**config.mk**
```make
export PLATFORM = sky130hd
export DESIGN_NAME = snake_body_ctrl
export DESIGN_NICKNAME = d
export VERILOG_FILES = /design/src/rtl/snake_pkg.sv /design/src/rtl/snake_tick_gen.sv /design/src/rtl/snake_body_ctrl.sv
export SDC_FILE = /design/constraint.sdc
export NUM_CORES = 1
export LEC_CHECK = 0
export BUFFER_PORTS_ARGS = -buffer_cell sky130_fd_sc_hd__buf_2
export CORE_AREA = 2 2 177 179
export DETAILED_ROUTE_END_ITERATION = 16
export DIE_AREA = 0 0 179 181
export GPL_TIMING_DRIVEN = 0
export PLACE_DENSITY = 0.71
export SLEW_MARGIN = 20
export SYNTH_ARGS = -nofsm -noshare
export SYNTH_HDL_FRONTEND = slang
export SYNTH_SLANG_ARGS = --single-unit
```
**constraint.sdc**
```tcl
create_clock -name CLK_50M -period 8.1 [get_ports CLK_50M]
set_input_delay 0.81 -clock CLK_50M [delete_from_list [all_inputs] [get_ports CLK_50M]]
set_output_delay 0.81 -clock CLK_50M [all_outputs]
set_load 0.02 [all_outputs]
```
**src/rtl/snake_pkg.sv**
```systemverilog
// rtl/snake_pkg.sv - shared grid constants, encodings and helpers for the snake body stage
package snake_pkg;

  localparam int GRID_W = 40;
  localparam int GRID_H = 30;

  localparam logic [5:0] HEAD_X0 = 6'd20;
  localparam logic [5:0] HEAD_Y0 = 6'd15;

  typedef enum logic [1:0] {
    DIR_UP    = 2'd0,
    DIR_DOWN  = 2'd1,
    DIR_LEFT  = 2'd2,
    DIR_RIGHT = 2'd3
  } dir_t;

  typedef enum logic [1:0] {
    ST_IDLE = 2'd0,
    ST_RUN  = 2'd1,
    ST_DEAD = 2'd2
  } state_t;

  typedef struct packed {
    logic [5:0] x;
    logic [5:0] y;
  } coord_t;

  // Opposite directions differ only in bit 0 with this encoding.
  function automatic logic is_reverse(input dir_t a, input dir_t b);
    return (a ^ b) == 2'b01;
  endfunction

endpackage

```
**src/rtl/snake_tick_gen.sv**
```systemverilog
// rtl/snake_tick_gen.sv - move-step strobe generator, counts only while enabled
module snake_tick_gen #(
  parameter int MOVE_TICKS = 12_500_000
) (
  input  logic clk,
  input  logic rst_n,
  input  logic enable,
  output logic tick
);

  localparam int CW = (MOVE_TICKS > 1) ? $clog2(MOVE_TICKS) : 1;
  localparam logic [CW-1:0] LAST = CW'(MOVE_TICKS - 1);

  logic [CW-1:0] count_q, count_d;

  always_comb begin
    count_d = count_q;
    tick    = 1'b0;
    if (enable) begin
      if (count_q == LAST) begin
        tick    = 1'b1;
        count_d = '0;
      end else begin
        count_d = count_q + CW'(1);
      end
    end
  end

  always_ff @(posedge clk or negedge rst_n) begin
    if (!rst_n) begin
      count_q <= '0;
    end else begin
      count_q <= count_d;
    end
  end

endmodule

```
**src/rtl/snake_body_ctrl.sv**
```systemverilog
// rtl/snake_body_ctrl.sv - snake movement FSM, segment shift register, collisions and pixel query
module snake_body_ctrl
  import snake_pkg::*;
#(
  parameter int MOVE_TICKS = 12_500_000,
  parameter int MAX_LEN    = 16,
  parameter int INIT_LEN   = 3
) (
  input  logic       CLK_50M,
  input  logic       RSTn,
  input  logic       key_up,
  input  logic       key_down,
  input  logic       key_left,
  input  logic       key_right,
  input  logic       add_cube,
  input  logic [5:0] pix_x,
  input  logic [5:0] pix_y,
  output logic [5:0] head_x,
  output logic [5:0] head_y,
  output logic [4:0] body_len,
  output logic       seg_hit,
  output logic       game_over,
  output logic       running
);

  state_t     state_q, state_d;
  dir_t       dir_q, dir_d;
  dir_t       next_dir_q, next_dir_d;
  logic       add_q;
  logic       grow_pend_q, grow_pend_d;
  logic [4:0] len_q, len_d;
  logic       seg_hit_q, seg_hit_d;
  coord_t     seg_q [MAX_LEN];
  coord_t     seg_d [MAX_LEN];

  logic       run_en;
  logic       tick;
  logic       key_any;
  dir_t       key_dir;
  dir_t       applied_dir;
  coord_t     nh;
  logic       wall_hit;
  logic       self_hit;
  logic       growing;
  logic [4:0] hit_lim;
  logic       add_rise;

  assign run_en = (state_q == ST_RUN);

  snake_tick_gen #(
    .MOVE_TICKS(MOVE_TICKS)
  ) u_tick_gen (
    .clk   (CLK_50M),
    .rst_n (RSTn),
    .enable(run_en),
    .tick  (tick)
  );

  always_comb begin
    key_any = key_up | key_down | key_left | key_right;
    key_dir = DIR_RIGHT;
    if (key_up)        key_dir = DIR_UP;
    else if (key_down) key_dir = DIR_DOWN;
    else if (key_left) key_dir = DIR_LEFT;
  end

  // A key landing on a step cycle is judged against the direction that step applies.
  assign applied_dir = tick ? next_dir_q : dir_q;

  always_comb begin
    nh = seg_q[0];
    case (next_dir_q)
      DIR_UP:    nh.y = seg_q[0].y - 6'd1;
      DIR_DOWN:  nh.y = seg_q[0].y + 6'd1;
      DIR_LEFT:  nh.x = seg_q[0].x - 6'd1;
      DIR_RIGHT: nh.x = seg_q[0].x + 6'd1;
      default:   nh = seg_q[0];
    endcase

    wall_hit = (nh.x == 6'd0) || (nh.x == 6'(GRID_W - 1)) ||
               (nh.y == 6'd0) || (nh.y == 6'(GRID_H - 1));

    // Without growth the tail cell vacates on this step, so it is excluded.
    growing = grow_pend_q && (len_q < 5'(MAX_LEN));
    hit_lim = growing ? len_q : (len_q - 5'd1);
    self_hit = 1'b0;
    for (int i = 0; i < MAX_LEN; i++) begin
      if ((5'(i) < hit_lim) && (seg_q[i] == nh)) self_hit = 1'b1;
    end
  end

  always_comb begin
    state_d     = state_q;
    dir_d       = dir_q;
    next_dir_d  = next_dir_q;
    grow_pend_d = grow_pend_q;
    len_d       = len_q;
    seg_d       = seg_q;
    add_rise    = add_cube & ~add_q;

    case (state_q)
      ST_IDLE: begin
        if (key_any) begin
          state_d = ST_RUN;
          if (!is_reverse(key_dir, dir_q)) begin
            dir_d      = key_dir;
            next_dir_d = key_dir;
          end
        end
      end
      ST_RUN: begin
        if (tick) begin
          dir_d = next_dir_q;
          if (wall_hit || self_hit) begin
            state_d = ST_DEAD;
          end else begin
            for (int i = 1; i < MAX_LEN; i++) seg_d[i] = seg_q[i-1];
            seg_d[0]    = nh;
            grow_pend_d = 1'b0;
            if (growing) len_d = len_q + 5'd1;
          end
        end
        if (key_any && !is_reverse(key_dir, applied_dir)) next_dir_d = key_dir;
      end
      default: ;
    endcase

    if (add_rise) grow_pend_d = 1'b1;
  end

  always_comb begin
    seg_hit_d = 1'b0;
    for (int i = 0; i < MAX_LEN; i++) begin
      if ((5'(i) < len_q) && (seg_q[i].x == pix_x) && (seg_q[i].y == pix_y)) seg_hit_d = 1'b1;
    end
  end

  always_ff @(posedge CLK_50M or negedge RSTn) begin
    if (!RSTn) begin
      state_q     <= ST_IDLE;
      dir_q       <= DIR_RIGHT;
      next_dir_q  <= DIR_RIGHT;
      add_q       <= 1'b0;
      grow_pend_q <= 1'b0;
      len_q       <= 5'(INIT_LEN);
      seg_hit_q   <= 1'b0;
      for (int i = 0; i < MAX_LEN; i++) begin
        if (i < INIT_LEN) begin
          seg_q[i].x <= HEAD_X0 - 6'(i);
          seg_q[i].y <= HEAD_Y0;
        end else begin
          seg_q[i].x <= 6'd0;
          seg_q[i].y <= 6'd0;
        end
      end
    end else begin
      state_q     <= state_d;
      dir_q       <= dir_d;
      next_dir_q  <= next_dir_d;
      add_q       <= add_cube;
      grow_pend_q <= grow_pend_d;
      len_q       <= len_d;
      seg_hit_q   <= seg_hit_d;
      for (int i = 0; i < MAX_LEN; i++) seg_q[i] <= seg_d[i];
    end
  end

  assign head_x    = seg_q[0].x;
  assign head_y    = seg_q[0].y;
  assign body_len  = len_q;
  assign seg_hit   = seg_hit_q;
  assign game_over = (state_q == ST_DEAD);
  assign running   = (state_q == ST_RUN);

endmodule

```
==> flow_summary_export.csv, run 1 <==
group,metric,value,unit
sta,worstMarginPinSlew,1280,ps
die,core-area,30300,µm²
sta,fin_tns_setup,0,ps
critical_path,crit_family,"buffers and inverters",
power_and_ir_drop,intPower,2.09,mW
logic_synthesis,synth_nets,1641,
placement,gp_congestion,1.09,
sta,clock_skew,14.9,ps
placement,portBuffers,26,
outcome,status,"finished, final reports clean",
sta,relSlewSlack,14.2,%
power_and_ir_drop,pwr-share-comb,20.5,%
die,die_area,32400,µm²
sta,hold_viol,0,
cts,cts-resized-gates,0,
cts,clockRootBuffer,"clkbuf_16",
logic_synthesis,synth_seq_cells,230,
power_and_ir_drop,sequentialPowerShare,39.3,%
cts,clk_latency,560,ps
critical_path,critPathArrivalTime,7940,ps
sta,finalCritPeriodShare,92.6,%
cts,clkSlewWorstSetupHoldPaths,70,ps
power_and_ir_drop,p_sw_share,30.8,%
cts,clock_path_buffers,3,
critical_path,critical_path_buf_inv_count,6,
cts,cts_hold_buf,0,
cts,cts_tree,"built",
critical_path,start_kind,"register",
logic_synthesis,synthTopCellsByArea,"dfrtp_1 (31%), xnor2_1 (13%), xor2_1 (9.3%)",
sta,whs,128,ps
grt,grt_overflow,0,
critical_path,crit_fanout,10,
cts,cts_setup_buffers,0,
placement,dpl_cell_area,17200,µm²
critical_path,path_class,"register to register",
logic_synthesis,synth_edf_count,0,
placement,post-place-cells,2032,
power_and_ir_drop,p_clk_share,40.1,%
die,die_x,179,µm
route,dr.pass1.iters,6,
grt,grt_antenna_before_repair,3,
logic_synthesis,synth_cell_type_count,90,
critical_path,cp.required,8540,ps
route,drt.antenna.violating_nets,0,
logic_synthesis,synthFlopType,"dfrtp_1",
cells_and_area,areaGrowthSynthToFinish,9.60,%
grt,grt_max_degree,101,
critical_path,worst_path_max_delay_cell,"clkbuf_1",
critical_path,cp_cell_sequence,"clkbuf_1, buf_2, inv_1, fa_1, xnor2_2, mux2i_1, buf_2, xnor2_1, a2111oi_0, nand4_1, o32ai_1, a2111o_1, nor4_4, nand4_4, buf_6, buf_6, mux2_1",
die,ios,39,
cells_and_area,fill_cells,2591,
sta,period_needed,7500,ps
route,viasPerCell,6.72,
logic_synthesis,synth_cells,1608,
die,rows,64,
sta,setup_viol,0,
sta,rsz0062_at_grt,"false",
cells_and_area,drive_gt1_share,15.3,%
placement,post-place-ws,1000,ps
placement,dpl.hpwl,47000,µm
logic_synthesis,syn_area,16500,µm²
cells_and_area,final_nets,1697,
critical_path,cp-end-kind,"register",
cells_and_area,multi_input_area,10000,µm²
grt,track_usage,39.8,%
sta,maxSlewViolCount,0,
cells_and_area,final_cells,2082,
sta,max_freq,0.133,GHz
power_and_ir_drop,power_density,167,nW/µm²
run,maxCapViolations,0,
worst_hold_path,worstHoldPathType,"input pin to asynchronous set/reset pin",
sta,setup_ws,596,ps
route,routedWlPerCell,30.7,µm
route,drt_iter0_markers,1880,
grt,grt_pass1_wl,92300,µm
route,wirelength,63900,µm
die,fp.dieH,181,µm
route,drc,0,
logic_synthesis,yosysTopAreaCell,"dfrtp_1",
logic_synthesis,avgSynthCellArea,10.3,µm²
cells_and_area,ff_latch_area,5790,µm²
route,num_vias,13995,
power_and_ir_drop,ir_drop,0.160,mV
cts,cts.sinks,230,
power_and_ir_drop,power,3.03,mW
cts,h-tree-depth,1,
cts,cts_buffers,26,
power_and_ir_drop,total_leakage_power,8.14,nW
grt,grt_pass1_vias,13476,
logic_synthesis,ys_warn_count,0,
critical_path,crit_path_max_incr_delay,880,ps
cells_and_area,final_util,59.7,%
cells_and_area,post-route-cell-area,18100,µm²
power_and_ir_drop,p_sw,0.933,mW
logic_synthesis,synth_top_area_share,31.1,%
logic_synthesis,async_flop_share,100,%
die,start_util,54.4,%
logic_synthesis,ys_seq_area_share,35.0,%
==> worst reg2reg max path, stage by stage, from the launching register on <==
cell and delay (ps):
dfrtp_1 370, clkbuf_1 880, buf_2 620, inv_1 160, fa_1 550, xnor2_2 740, mux2i_1 480, buf_2 430
xnor2_1 200, a2111oi_0 110, nand4_1 310, o32ai_1 130, a2111o_1 390, nor4_4 610, nand4_4 510, buf_6 350
buf_6 190, mux2_1 350
==> registers in the layout, summed over array words and instances, names as in the netlist <==
signal,flops
state_q,2
seg_hit,1
head_y,6
body_len,5
add_q,1
next_dir_q,2
grow_pend_q,1
u_tick_gen.count_q,24
head_x,6
seg_q,180
dir_q,2
==> power groups by stage <==
stage               Clock (mW)  Combinational (mW)  Sequential (mW)
floorplan                    0               0.384             1.21
global placement             0               0.581             1.21
detailed placement           0               0.592             1.21
CTS                       1.22               0.595             1.19
global route              1.27               0.641             1.19
finish                    1.21               0.622             1.19
==> logic make-up after synthesis <==
logic type                 synth area share, %
xor gates and xnor gates                  23.6
DFF                                       35.0
and+or+nand+nor                           13.1
AOI/OAI and AO/OA                         8.70
adders and majority gates                 1.15
buffers and inverters                     4.45
muxes                                     14.0
==> layout by cell type (no fill, tap or decap), drive strengths merged, types with 15 or more instances in the layout <==
cell type / netlist / final
xnor2: 250 / 250
dfrtp: 205 / 205
mux2: 187 / 187
xor2: 176 / 176
buf: 70 / 98
clkbuf: 46 / 86
nand4: 72 / 72
nor2: 58 / 58
nand2: 55 / 55
nor4: 53 / 53
a21oi: 41 / 41
o21ai: 37 / 37
nor3: 27 / 27
nand3: 26 / 26
dfstp: 25 / 25
inv: 23 / 23
mux2i: 21 / 21
a31oi: 15 / 15
==> layout make-up <==
cell class,count,share of cell area [%]
sequential,230,32.0
clock buffer,40,4.28
timing repair buffer,28,1.08
buffer,116,3.52
tap,396,2.74
antenna,2,0.0276
multi-input combinational,1236,55.3
clock inverter,8,0.532
inverter,26,0.539
==> metal layers <==
metal  vias to the layer above  GRT usage [%]  wire [µm]
li1                       5862              -          -
met1                      6903           54.6      25200
met2                       952           56.5      26400
met3                       276           9.72       7680
met4                         2           23.7       4610
met5                         -              0         13
==> final timing paths <==
check,slack [ps],to,startpoint,cells after the start
worst max-delay path,600,head_y[4]$_DFFE_PN0P_,head_x[1]$_DFFE_PN0P_,17
worst min-delay path,130,seg_q[150]$_DFFE_PN0P_,RSTn,1
worst max register to register,600,head_y[4]$_DFFE_PN0P_,head_x[1]$_DFFE_PN0P_,17
worst min register to register,490,u_tick_gen.count_q[4]$_DFFE_PN0P_,u_tick_gen.count_q[4]$_DFFE_PN0P_,1
max in group asynchronous,7150,body_len[0]$_DFFE_PN1P_,RSTn,2
min in group CLK_50M,380,add_q$_DFF_PN0_,add_cube,1
==> Yosys cell counts, drive strengths merged (9+ instances only) <==
cell	n
a211oi	9
a21oi	41
a31oi	15
and3	10
buf	70
clkbuf	46
dfrtp	205
dfstp	25
ha	12
inv	23
mux2	187
mux2i	21
nand2	55
nand2b	11
nand3	26
nand4	72
nor2	58
nor2b	9
nor3	27
nor3b	11
nor4	53
o21ai	37
o31ai	9
or3	11
xnor2	250
xor2	176
Power figures use the tool's default switching activity.
==> run 2: changes to the inputs <==
--- a/config.mk
+++ b/config.mk
@@ -6,9 +6,9 @@
 export NUM_CORES = 1
 export LEC_CHECK = 0
 export BUFFER_PORTS_ARGS = -buffer_cell sky130_fd_sc_hd__buf_2
-export CORE_AREA = 2 2 177 179
+export CORE_AREA = 2 2 249 128
 export DETAILED_ROUTE_END_ITERATION = 16
-export DIE_AREA = 0 0 179 181
+export DIE_AREA = 0 0 251 130
 export GPL_TIMING_DRIVEN = 0
 export PLACE_DENSITY = 0.71
 export SLEW_MARGIN = 20
==> run 2 against run 1 <==
Effect of this change: non-clock buffer count increased by 1; clock skew rose by 16 ps; sequential power about the same; critical path depth grew 1; maximum frequency decreased by 3.7%; clock-buffer cell count decreased by 12; via count rose by 1.9%; clock power about the same; final cell count is 0.14% higher; worst setup slack got worse by 290 ps; largest cell class unchanged; highest routed layer unchanged.
==> flow_summary_export.csv, run 2 (synthesis gave the netlist of run 1 again) <==
group,metric,value,unit
outcome,status,"finished, final reports clean",
die,ios,39,
cts,cts_hold_buf,0,
grt,grt_pass1_wl,98700,µm
critical_path,cp.required,8510,ps
grt,grt_overflow,0,
cts,cts.sinks,230,
cells_and_area,largest_reg_flops,180,
cts,clockRootBuffer,"clkbuf_16",
die,rows,46,
cells_and_area,final_nets,1694,
sta,fin_tns_setup,0,ps
critical_path,cpMostUsedCell,"buf_2",
critical_path,crit_end,"seg_q[0]$_DFFE_PN0P_",
cells_and_area,post-route-cell-area,18100,µm²
cells_and_area,final_cell_mix,"xnor2_1 (249), dfrtp_1 (205), xor2_1 (175)",
sta,period_needed,7800,ps
cells_and_area,ff_latch_area,5790,µm²
critical_path,start_kind,"register",
critical_path,cp-end-kind,"register",
cells_and_area,fill_cells,2683,
die,core-area,30800,µm²
sta,relSlewSlack,6.78,%
run,maxCapViolations,0,
route,num_vias,14256,
critical_path,r2r_start,"head_x[0]$_DFFE_PN0P_",
route,drt_iter0_markers,2272,
die,die_area,32600,µm²
placement,portBuffers,26,
sta,whs,242,ps
placement,gp_congestion,1.10,
cts,cts_tree,"built",
cells_and_area,drive_gt1_share,15.3,%
power_and_ir_drop,power,3.04,mW
die,fp.dieH,130,µm
grt,grt_pass1_vias,12789,
grt,grt_antenna_before_repair,4,
critical_path,path_class,"register to register",
cts,clkSlewWorstSetupHoldPaths,80,ps
cts,cts-resized-gates,0,
grt,track_usage,43.5,%
critical_path,crit_path_max_incr_delay,800,ps
grt,grt_max_degree,80,
critical_path,crit_fanout,10,
placement,dpl_cell_area,17300,µm²
sta,clock_skew,31.4,ps
cells_and_area,regMostFlops,"seg_q",
route,viasPerCell,6.84,
route,routedWlPerCell,34.2,µm
cts,clock_path_buffers,3,
sta,maxSlewViolCount,0,
critical_path,cp_cell_sequence,"clkbuf_1, buf_2, buf_2, inv_1, fa_1, xnor2_2, mux2i_1, buf_2, xnor2_1, a2111oi_0, nand4_1, nand4b_1, nand4_1, nor4_4, nand4_4, buf_6, buf_6, mux2_1",
power_and_ir_drop,total_leakage_power,8.12,nW
cells_and_area,areaGrowthSynthToFinish,9.42,%
sta,worstMarginPinSlew,1360,ps
cells_and_area,top_regs,"seg_q (180), u_tick_gen.count_q (24)",
cts,clk_latency,550,ps
sta,rsz0062_at_grt,"false",
route,drc,0,
power_and_ir_drop,power_density,168,nW/µm²
sta,max_freq,0.128,GHz
cells_and_area,multi_input_area,10000,µm²
critical_path,timing.reg2reg.setup_slack,300,ps
placement,dpl.hpwl,54700,µm
die,start_util,53.6,%
critical_path,worst_path_max_delay_cell,"xnor2_2",
route,wirelength,71300,µm
cts,cts_setup_buffers,0,
sta,setup_viol,0,
critical_path,r2r-end,"seg_q[0]$_DFFE_PN0P_",
critical_path,cp-startpoint,"head_x[0]$_DFFE_PN0P_",
sta,finalCritPeriodShare,96.2,%
cts,h-tree-depth,1,
critical_path,r2r_cells,18,
sta,hold_viol,0,
route,dr.pass1.iters,6,
route,drt.antenna.violating_nets,0,
critical_path,critPathArrivalTime,8200,ps
die,die_x,251,µm
cells_and_area,final_common_cell,"xnor2_1",
power_and_ir_drop,ir_drop,0.211,mV
worst_hold_path,worstHoldPathType,"input pin to asynchronous set/reset pin",
cts,cts_buffers,22,
==> run 2: cell type report <==
type                            count  area share [%]
Multi-Input combinational cell   1236            55.5
Timing Repair Buffer               29            1.12
Clock buffer                       28            3.45
Antenna cell                        1          0.0138
Inverter                           26           0.540
Clock inverter                     11            1.05
Sequential cell                   230            32.0
Tap cell                          408            2.82
Buffer                            116            3.52
==> run 2: worst min path at each step <==
stage                                                 start                                 end  slack (ps)  cells after the start
after floorplan           u_tick_gen.count_q[4]$_DFFE_PN0P_   u_tick_gen.count_q[4]$_DFFE_PN0P_         460                      1
after CTS                                              RSTn   u_tick_gen.count_q[0]$_DFFE_PN0P_         260                      1
after global routing                                   RSTn  u_tick_gen.count_q[19]$_DFFE_PN0P_         280                      1
final                                                  RSTn               seg_q[11]$_DFFE_PN0P_         240                      1
after global placement    u_tick_gen.count_q[4]$_DFFE_PN0P_   u_tick_gen.count_q[4]$_DFFE_PN0P_         480                      1
after detailed placement  u_tick_gen.count_q[4]$_DFFE_PN0P_   u_tick_gen.count_q[4]$_DFFE_PN0P_         490                      1
==> run 2: per-layer routing <==
layer / part of all wire, % / track usage, % / wire length, µm
met5: 0.018 / 0 / 13
met4: 2.6 / 10.2 / 1850
met3: 18 / 23.0 / 13200
met2: 35 / 52.8 / 24800
met1: 44 / 65.2 / 31500
==> run 2: report_power, final <==
group,leakage (nW),total (mW),internal (mW),switching [mW]
sequential,3.09,1.19,1.17,0.0203
combinational,4.63,0.664,0.203,0.461
clock,0.395,1.18,0.706,0.477
==> run 2: per-stage QoR <==
step | cells | setup slack (ps) | util, %
final | 2085 | 305 | 58.6
after global routing | 2084 | 556 | 58.6
after CTS | 2084 | 810 | 58.6
after detailed placement | 2045 | 850 | 55.9
after global placement | 2042 | 832 | 55.6
after floorplan | 1608 | 3460 | -
==> run 2: critical path, delay by kind of cell (launching register included) <==
kind	cells	cell delay [ps]
flip-flops	1	380
XOR/XNOR	2	1360
AND/OR/NAND/NOR	5	1680
AO/OA/AOI/OAI	1	320
buffers and inverters	7	2510
adder cells (fa/ha/maj)	1	550
multiplexers	2	760
